## config.mk

```make
export PLATFORM = sky130hd
export DESIGN_NAME = counter_bcd_display_flat
export DESIGN_NICKNAME = d
export VERILOG_FILES = /design/src/rtl/counter_bcd_display_if.sv /design/src/rtl/counter_bcd_display.sv /design/src/flat_wrapper.sv
export SDC_FILE = /design/constraint.sdc
export NUM_CORES = 1
export LEC_CHECK = 0
export CAP_MARGIN = 20
export CORE_UTILIZATION = 59
export DETAILED_ROUTE_END_ITERATION = 12
export HOLD_SLACK_MARGIN = 0.05
export PLACE_DENSITY = 0.87
export SYNTH_ARGS = -nofsm -noshare
export SYNTH_HDL_FRONTEND = slang
export SYNTH_SLANG_ARGS = --single-unit
```

## constraint.sdc

```tcl
create_clock -name clk -period 3.65 [get_ports clk]
set_input_delay 1.095 -clock clk [delete_from_list [all_inputs] [get_ports clk]]
set_output_delay 1.095 -clock clk [all_outputs]
set_load 0.02 [all_outputs]
```

## src/rtl/counter_bcd_display_if.sv

```systemverilog
// counter_bcd_display_if
//   Bundles the counter value input and the converter/display outputs of
//   counter_bcd_display.
//   master : side that supplies counter_in and observes the results
//   slave  : the converter itself
//   Signals:
//     counter_in  8-bit unsigned value from the counter stage
//     busy        high while a conversion is in progress
//     done        one-cycle pulse when bcd_out has just been updated
//     bcd_valid   high once the first conversion after reset has completed
//     bcd_out     {hundreds, tens, ones} BCD nibbles
//     an          one-hot digit select, bit0 = ones, bit2 = hundreds
//     seg         segments {g,f,e,d,c,b,a}, active-high
interface counter_bcd_display_if;
  logic [7:0]  counter_in;
  logic        busy;
  logic        done;
  logic        bcd_valid;
  logic [11:0] bcd_out;
  logic [2:0]  an;
  logic [6:0]  seg;

  modport master (
    output counter_in,
    input  busy, done, bcd_valid, bcd_out, an, seg
  );

  modport slave (
    input  counter_in,
    output busy, done, bcd_valid, bcd_out, an, seg
  );
endinterface

```

## src/rtl/counter_bcd_display.sv

```systemverilog
// counter_bcd_display
//   Converts the 8-bit counter value to 3-digit BCD with a sequential
//   double-dabble engine (one shift per clock) and drives a time-multiplexed
//   3-digit 7-segment display with leading-zero blanking. A new conversion
//   starts automatically whenever counter_in differs from the last value
//   converted; changes that arrive while busy are picked up afterwards.
//   Ports:
//     clk  system clock, rising edge
//     rst  synchronous active-high reset
//     bus  counter_bcd_display_if.slave (counter_in in; busy, done,
//          bcd_valid, bcd_out, an, seg out)
//   Parameter:
//     SCAN_DIV  clock cycles each digit stays lit before advancing (>= 2)
module counter_bcd_display #(
  parameter int SCAN_DIV = 4
) (
  input  logic                  clk,
  input  logic                  rst,
  counter_bcd_display_if.slave  bus
);

  localparam int DIV_W = (SCAN_DIV > 2) ? $clog2(SCAN_DIV) : 1;

  typedef enum logic [1:0] {IDLE, SHIFT, DONE} state_t;

  state_t      state_q, state_d;

  logic [7:0]  sreg_q, sreg_d;
  logic [11:0] acc_q, acc_d;
  logic [2:0]  bit_cnt_q, bit_cnt_d;
  logic [7:0]  last_val_q, last_val_d;
  logic        pending_q, pending_d;
  logic        busy_q, busy_d;
  logic        done_q, done_d;
  logic        bcd_valid_q, bcd_valid_d;
  logic [11:0] bcd_out_q, bcd_out_d;

  logic [DIV_W-1:0] div_q, div_d;
  logic [1:0]  idx_q, idx_d;
  logic [2:0]  an_q, an_d;
  logic [6:0]  seg_q, seg_d;

  logic        start;
  logic [7:0]  adj_lo;

  assign start = pending_q || (bus.counter_in != last_val_q);

  // Add-3 correction for the ones and tens nibbles. The hundreds nibble never
  // exceeds 2 for an 8-bit input, so it never needs correcting.
  generate
    for (genvar gi = 0; gi < 2; gi++) begin : g_adj
      assign adj_lo[gi*4 +: 4] = (acc_q[gi*4 +: 4] >= 4'd5) ?
                                 acc_q[gi*4 +: 4] + 4'd3 : acc_q[gi*4 +: 4];
    end
  endgenerate

  // ---------------------------------------------------------------- FSM
  always_ff @(posedge clk) begin
    if (rst) state_q <= IDLE;
    else     state_q <= state_d;
  end

  always_comb begin
    state_d = state_q;
    unique case (state_q)
      IDLE:    if (start) state_d = SHIFT;
      SHIFT:   if (bit_cnt_q == 3'd7) state_d = DONE;
      DONE:    state_d = IDLE;
      default: state_d = IDLE;
    endcase
  end

  always_comb begin
    sreg_d      = sreg_q;
    acc_d       = acc_q;
    bit_cnt_d   = bit_cnt_q;
    last_val_d  = last_val_q;
    pending_d   = pending_q;
    busy_d      = busy_q;
    bcd_valid_d = bcd_valid_q;
    bcd_out_d   = bcd_out_q;
    done_d      = (state_q == DONE);
    unique case (state_q)
      IDLE: begin
        if (start) begin
          sreg_d     = bus.counter_in;
          last_val_d = bus.counter_in;
          pending_d  = 1'b0;
          acc_d      = 12'h000;
          bit_cnt_d  = 3'd0;
          busy_d     = 1'b1;
        end
      end
      SHIFT: begin
        // {acc, sreg} <<= 1 after correction
        acc_d     = {acc_q[10:8], adj_lo, sreg_q[7]};
        sreg_d    = {sreg_q[6:0], 1'b0};
        bit_cnt_d = bit_cnt_q + 3'd1;
      end
      DONE: begin
        bcd_out_d   = acc_q;
        bcd_valid_d = 1'b1;
        busy_d      = 1'b0;
      end
      default: ;
    endcase
  end

  always_ff @(posedge clk) begin
    if (rst) begin
      sreg_q      <= 8'h00;
      acc_q       <= 12'h000;
      bit_cnt_q   <= 3'd0;
      last_val_q  <= 8'h00;
      pending_q   <= 1'b1;
      busy_q      <= 1'b0;
      done_q      <= 1'b0;
      bcd_valid_q <= 1'b0;
      bcd_out_q   <= 12'h000;
    end else begin
      sreg_q      <= sreg_d;
      acc_q       <= acc_d;
      bit_cnt_q   <= bit_cnt_d;
      last_val_q  <= last_val_d;
      pending_q   <= pending_d;
      busy_q      <= busy_d;
      done_q      <= done_d;
      bcd_valid_q <= bcd_valid_d;
      bcd_out_q   <= bcd_out_d;
    end
  end

  // ------------------------------------------------------------ scanner
  function automatic logic [6:0] seg_of(input logic [3:0] nib);
    case (nib)
      4'd0:    seg_of = 7'h3F;
      4'd1:    seg_of = 7'h06;
      4'd2:    seg_of = 7'h5B;
      4'd3:    seg_of = 7'h4F;
      4'd4:    seg_of = 7'h66;
      4'd5:    seg_of = 7'h6D;
      4'd6:    seg_of = 7'h7D;
      4'd7:    seg_of = 7'h07;
      4'd8:    seg_of = 7'h7F;
      4'd9:    seg_of = 7'h6F;
      default: seg_of = 7'h00;
    endcase
  endfunction

  always_comb begin
    logic [3:0] nib;
    logic       blank;
    nib   = 4'h0;
    blank = 1'b0;
    if (div_q == DIV_W'(SCAN_DIV - 1)) begin
      div_d = '0;
      idx_d = (idx_q == 2'd2) ? 2'd0 : idx_q + 2'd1;
    end else begin
      div_d = div_q + DIV_W'(1);
      idx_d = idx_q;
    end
    case (idx_q)
      2'd1: begin
        nib   = bcd_out_q[7:4];
        blank = (bcd_out_q[11:8] == 4'h0) && (bcd_out_q[7:4] == 4'h0);
      end
      2'd2: begin
        nib   = bcd_out_q[11:8];
        blank = (bcd_out_q[11:8] == 4'h0);
      end
      default: nib = bcd_out_q[3:0];
    endcase
    // Only completed results reach bcd_out_q, so the display never sees the
    // accumulator mid-conversion.
    if (bcd_valid_q) begin
      an_d  = 3'b001 << idx_q;
      seg_d = blank ? 7'h00 : seg_of(nib);
    end else begin
      an_d  = 3'b000;
      seg_d = 7'h00;
    end
  end

  always_ff @(posedge clk) begin
    if (rst) begin
      div_q <= '0;
      idx_q <= 2'd0;
      an_q  <= 3'b000;
      seg_q <= 7'h00;
    end else begin
      div_q <= div_d;
      idx_q <= idx_d;
      an_q  <= an_d;
      seg_q <= seg_d;
    end
  end

  assign bus.busy      = busy_q;
  assign bus.done      = done_q;
  assign bus.bcd_valid = bcd_valid_q;
  assign bus.bcd_out   = bcd_out_q;
  assign bus.an        = an_q;
  assign bus.seg       = seg_q;

endmodule

```

## src/flat_wrapper.sv

```systemverilog
// flat-port wrapper written by rule: the top's interface ports become plain ports
module counter_bcd_display_flat 
#(
  parameter int SCAN_DIV = 4
)
  (clk, rst, bus_counter_in, bus_busy, bus_done, bus_bcd_valid, bus_bcd_out, bus_an, bus_seg);
  counter_bcd_display_if bus_i ();
  input  logic clk;
  input  logic rst;
  input wire logic [$bits(bus_i.counter_in)-1:0] bus_counter_in;
  output wire logic [$bits(bus_i.busy)-1:0] bus_busy;
  output wire logic [$bits(bus_i.done)-1:0] bus_done;
  output wire logic [$bits(bus_i.bcd_valid)-1:0] bus_bcd_valid;
  output wire logic [$bits(bus_i.bcd_out)-1:0] bus_bcd_out;
  output wire logic [$bits(bus_i.an)-1:0] bus_an;
  output wire logic [$bits(bus_i.seg)-1:0] bus_seg;
  assign bus_i.counter_in = bus_counter_in;
  assign bus_busy = bus_i.busy;
  assign bus_done = bus_i.done;
  assign bus_bcd_valid = bus_i.bcd_valid;
  assign bus_bcd_out = bus_i.bcd_out;
  assign bus_an = bus_i.an;
  assign bus_seg = bus_i.seg;
  counter_bcd_display #(.SCAN_DIV(SCAN_DIV)) u_core (.clk(clk), .rst(rst), .bus(bus_i));
endmodule
```

# Yosys cells after proc, flatten, opt, wreduce, memory -nomap -nowiden
# Memories as Yosys holds them, arrays and structs flattened. A register that Yosys moved wholly into a read port is not among the register bits.
# Index checks and enable logic that the tools add are counted.
[op_classes]
n_mux = 16
n_bitwise = 1
n_reduce_logical = 14
n_lt_le_gt_ge = 2
n_eq_ne = 9
multipliers = 0
div = 0
shift = 1
n_addsub = 5
[ops]
columns = ["op", "n"]
rows = [
  ["case mux 12 bit (2 select lines)", 1],
  ["case mux 8 bit (2 select lines)", 1],
  ["two-way mux 12 bit", 1],
  ["adder 4 x 2 -> 4 bit (second input constant)", 2],
  [">= comparator 4 x 3 -> 1 bit (second input constant)", 2],
  ["zero test 4 bit", 2],
  ["two-way mux 4 bit", 2],
  ["two-way mux 8 bit", 1],
  ["inequality test 8 bit", 1],
  ["case mux 4 bit (2 select lines)", 1],
  ["AND reduction 2 bit", 4],
  ["equality test 2 bit (second input constant)", 3],
  ["two-way mux 2 bit", 3],
  ["case mux 3 bit (2 select lines)", 1],
  ["adder 2 x 1 -> 2 bit (second input constant)", 2],
  ["equality test 2 x 1 -> 1 bit (second input constant)", 2],
  ["inequality test 2 x 1 -> 1 bit (second input constant)", 2],
  ["case mux 1 bit (2 select lines)", 2],
  ["case mux 2 bit (2 select lines)", 1],
  ["nonzero test 2 bit", 2],
  ["OR reduction 2 bit", 2],
  ["adder 3 x 1 -> 3 bit (second input constant)", 1],
  ["equality test 3 bit (second input constant)", 1],
  ["two-way mux 3 bit", 1],
  ["other kinds (7)", 7],
]
[word_totals]
ff_bits = 56
inputBits = 10
out_inout_bits = 25
memories = 1
wordCells = 62
romBits = 112
latchBits = 0
ramBits = 0
[memory_table]
columns = ["name", "depth", "width", "rd", "rd_clocked_by_memory_dff", "write_ports", "line", "source"]
rows = [
  ["(no name shown)", 16, 7, 1, 1, 0, "counter_bcd_display.sv:135", "case (nib)"],
]

# Depth between registers and ports, before layout
[logic_depth]
ltp_word = 4
mapped_depth = 11
mapped_depth_nobuf = 10

# Least setup slack after synthesis
# OpenSTA, ideal clock, no wires.
[synth_path]
path_kind = "input to register"
startpoint = "in bus_counter_in[0]"
endpoint = "reg u_core.sreg_q[5]"
path_slack_ns = 1.304
path_stages = 5
path_buffers = 0
setup_ns = 0.119
required_ns = 3.531
t_arrival_ns = 2.228
path_cell_list = "xnor2_1 -> nand3_1 -> o41ai_4 -> nand2_2 -> o221a_2"
[synth_between]
elab_chain_cells = 4
[synth_rtl]
columns = ["item", "line", "source"]
rows = [
  ["start: declaration", "flat_wrapper.sv:10", "input wire logic [$bits(bus_i.counter_in)-1:0] bus_counter_in;"],
  ["inequality test 8 bit", "counter_bcd_display.sv:46", "assign start = pending_q || (bus.counter_in != last_val_q);"],
  ["logical OR 1 bit", "counter_bcd_display.sv:46", ""],
  ["inequality test 2 x 1 -> 1 bit (no line)", "--", ""],
  ["AND reduction 2 bit (no line)", "--", ""],
  ["end signal: assignment", "counter_bcd_display.sv:121", "sreg_q <= sreg_d;"],
  ["end: declaration", "counter_bcd_display.sv:28", "logic [7:0] sreg_q, sreg_d;"],
]
# No other way between the ends.
# A chain may end at the register's enable or synchronous reset.

# Final worst setup path
[layout_path]
startpoint = "in bus_counter_in[6]"
endpoint = "reg u_core.acc_q[4]"
[layout_between]
elab_chain_cells = 4
[layout_rtl]
columns = ["item", "line", "source"]
rows = [
  ["inequality test 8 bit", "counter_bcd_display.sv:46", ""],
  ["logical OR 1 bit", "counter_bcd_display.sv:46", ""],
  ["inequality test 2 x 1 -> 1 bit (no line)", "--", ""],
  ["AND reduction 2 bit (no line)", "--", ""],
  ["end signal: assignment", "counter_bcd_display.sv:112", "acc_q <= 12'h000;"],
  ["end signal: assignment", "counter_bcd_display.sv:122", "acc_q <= acc_d;"],
  ["end: declaration", "counter_bcd_display.sv:29", "logic [11:0] acc_q, acc_d;"],
]
# No other way between the ends.

==> flow_summary.yaml <==
yosys:
  syn-num-nets: 349
  netlist_instances: 322
  syn_area_per_cell_sq_um: 8.716
  synthDistinctLibCells: 35
  synth_top_flop_cell: "dfxtp_1"
  ys_seq_elements: 63
  synth-edff-count: 0
  synthArstFlopShare_pct: 0
  ys_seq_area_share_pct: 44.94
  yosys_warnings: 0
  synthesis.area_sq_mm: 0.002806
timing:
  finalSetupTns_ns: 0
  fin_ws_ns: 0.9084
  rsz0062_at_grt: "no"
  slew_headroom_pct: 39.86
  fin_crit_sh_pct: 75.11
  fmax_ghz: 0.3647
  finalSetupViolCount: 0
  whs_ns: 0.4297
  fin_crit_ns: 2.742
  fin_skew_ns: 0.007657
  hold_violations: 0
  worst_pin_slew_ns: 0.9021
  drv_slew: 0
global_routing:
  grt_overflow_total: 0
  grt.total_usage_pct: 26.90
  grt_pass1_wl_mm: 10.34
  grt_max_degree: 54
  antenna_found_initial: 0
  grt_pass1_vias: 2170
clock_network:
  insertion_delay_ns: 0.34
  path_clk_slew_ns: 0.06
  post_cts_resized: 0
  htreeDepth: 3
  cts_tree: "done"
  cts_made_buffers: 9
  cts.sinks: 63
  cts_root_buf: "clkbuf_8"
  cts_buffer_depth: 2
  cts_setup_buffers: 0
  cts_hold_buf: 0
worst_setup_path:
  crit_path_top_delay_cell: "o41a_1"
  reg2reg_slack_ns: 1.02
  path_class: "in2reg"
  r2r_start: "u_core.idx_q[0]"
  max_stage_delay_ns: 0.59
  worstPathRequired_ns: 3.87
  critical_path.cell_chain: "clkdlybuf4s50_1 > xnor2_1 > nand4_1 > o41a_1 > a2111oi_0"
  timing.rr.end: "u_core.bus.seg[0]"
  cp.arrival_ns: 2.96
  worst_setup_path_start_kind: "input port"
  endpoint_kind: "flop"
  cp_max_fo: 15
  r2r_cells: 8
floorplanning:
  dieArea_sq_mm: 0.005037
  start_util_pct: 62.72
  io_pins: 35
  die_y_um: 70.97
  fp.dieW_um: 70.97
  row_count: 24
  core_sq_mm: 0.004474
route:
  ant_nets: 0
  post_drt_via_cell_ratio: 5.702
  detail_route.wl_per_cell_um: 14.80
  drc: 4
  drtPass1Iterations: 9
  vias: 2332
  drt_iter0_markers: 156
  wl_mm: 6.054
run_status:
  violations: "DRC"
  status: "finished with violations"
finish:
  syn2layout_area_growth_pct: 19.93
  mostFrequentLayoutCell: "dfxtp_1"
  antennaDiodeCount: 0
  drive_gt1_share_pct: 8.964
  nets: 380
  fill_cells: 326
  final_cell_mix: "dfxtp_1, nand2_1, a21oi_1"
placement:
  gp_congestion: 0.8190
  hpwl_mm: 3.922
  port_buffers: 34
  place_ws_ns: 0.5401
job:
  maxCapViolCount: 0
pwr:
  p_leak_nw: 1.263
  ir_drop_mv: 0.2881
  power.density_mw_per_mm2: 454.9
worst_hold_path:
  hold_depth: 1
  min_to: "u_core.div_q[0]"
  hold_path_class: "reg2reg"
  worstHoldStart: "u_core.div_q[0]"
cell usage after synthesis (all sizes together) (7+ instances only):
cell     instances  share of area, %
nand2b           8               1.8
xnor2           11               3.4
nor2            39               5.2
a21oi           44               7.8
o221a            7               2.8
a2111oi          7               2.6
dfxtp           63                45
ha              17               7.6
clkbuf          12               1.6
inv              9               1.2
nand2           51               6.9
nand3            8               1.4
through the flow:
step | util [%] | area, sq um | std cells | power (W)
after floorplan | - | 2806 | 322 | 0.0008550
after global placement | 70.50 | 3154 | 394 | 0.0008869
after detailed placement | 70.50 | 3154 | 394 | 0.0008928
after CTS | 75.22 | 3366 | 409 | 0.001541
after global routing | 75.22 | 3366 | 409 | 0.001592
final | 75.22 | 3366 | 409 | 0.001531
critical path, delay by kind of cell:
kind / cells / cell delay, ns
XOR/XNOR: 1 / 0.16
AO/OA/AOI/OAI: 2 / 0.98
buffers and inverters: 1 / 0.53
AND/OR/NAND/NOR: 1 / 0.19
cells by family after synthesis:
logic type | Yosys count | share of synthesized area (%)
muxes | 6 | 2.185
DFF | 63 | 44.94
buffers and inverters | 26 | 3.878
and+or+nand+nor | 122 | 18.99
AOI/OAI and AO/OA | 75 | 18.37
xor gates and xnor gates | 13 | 4.057
adders and majority gates | 17 | 7.579
how the worst max path moves through the flow:
stage / startpoint / slack, ns / depth (start not counted) / to
2_1_floorplan: bus_counter_in[0] / 1.30 / 5 / u_core.sreg_q[5]
3_3_place_gp: bus_counter_in[0] / 0.64 / 5 / u_core.acc_q[6]
3_5_place_dp: bus_counter_in[6] / 0.54 / 5 / u_core.acc_q[2]
4_1_cts: bus_counter_in[6] / 0.90 / 5 / u_core.acc_q[2]
5_1_grt: bus_counter_in[6] / 0.71 / 5 / u_core.acc_q[6]
6_report: bus_counter_in[6] / 0.91 / 5 / u_core.acc_q[4]
cell type report:
type	instances	area (sq um)	share of cell area, %
Clock inverter	4	70.07	2.082
Sequential cell	63	1261	37.47
Inverter	9	33.78	1.004
Clock buffer	11	141.4	4.201
Timing Repair Buffer	37	357.8	10.63
Tap cell	52	65.06	1.933
Multi-Input combinational cell	233	1436	42.68
routing by layer:
metal / global-route usage (%) / share of wire [%] / up-vias
met5: 0 / 0 / -
met4: 12.22 / 2.0 / 0
met3: 8.405 / 4.4 / 11
met2: 43.59 / 49 / 62
met1: 32.85 / 45 / 1093
li1: - / - / 1166
where the power goes:
part           switching [W]  total, W  internal (W)
sequential         0.0000192  0.000732      0.000713
combinational      0.0000853  0.000148     0.0000624
clock               0.000255  0.000652      0.000397
total               0.000359   0.00153       0.00117
registers in the layout, indices dropped and copies added, names as in the netlist, 2 cells and up:
signal,cells
u_core.state_q,2
u_core.last_val_q,8
u_core.bus.seg,7
u_core.acc_q,12
u_core.bus.an,3
u_core.idx_q,2
u_core.div_q,2
u_core.sreg_q,8
u_core.bit_cnt_q,3
u_core.bus.bcd_out,12
(Power assumes the default switching activity.)
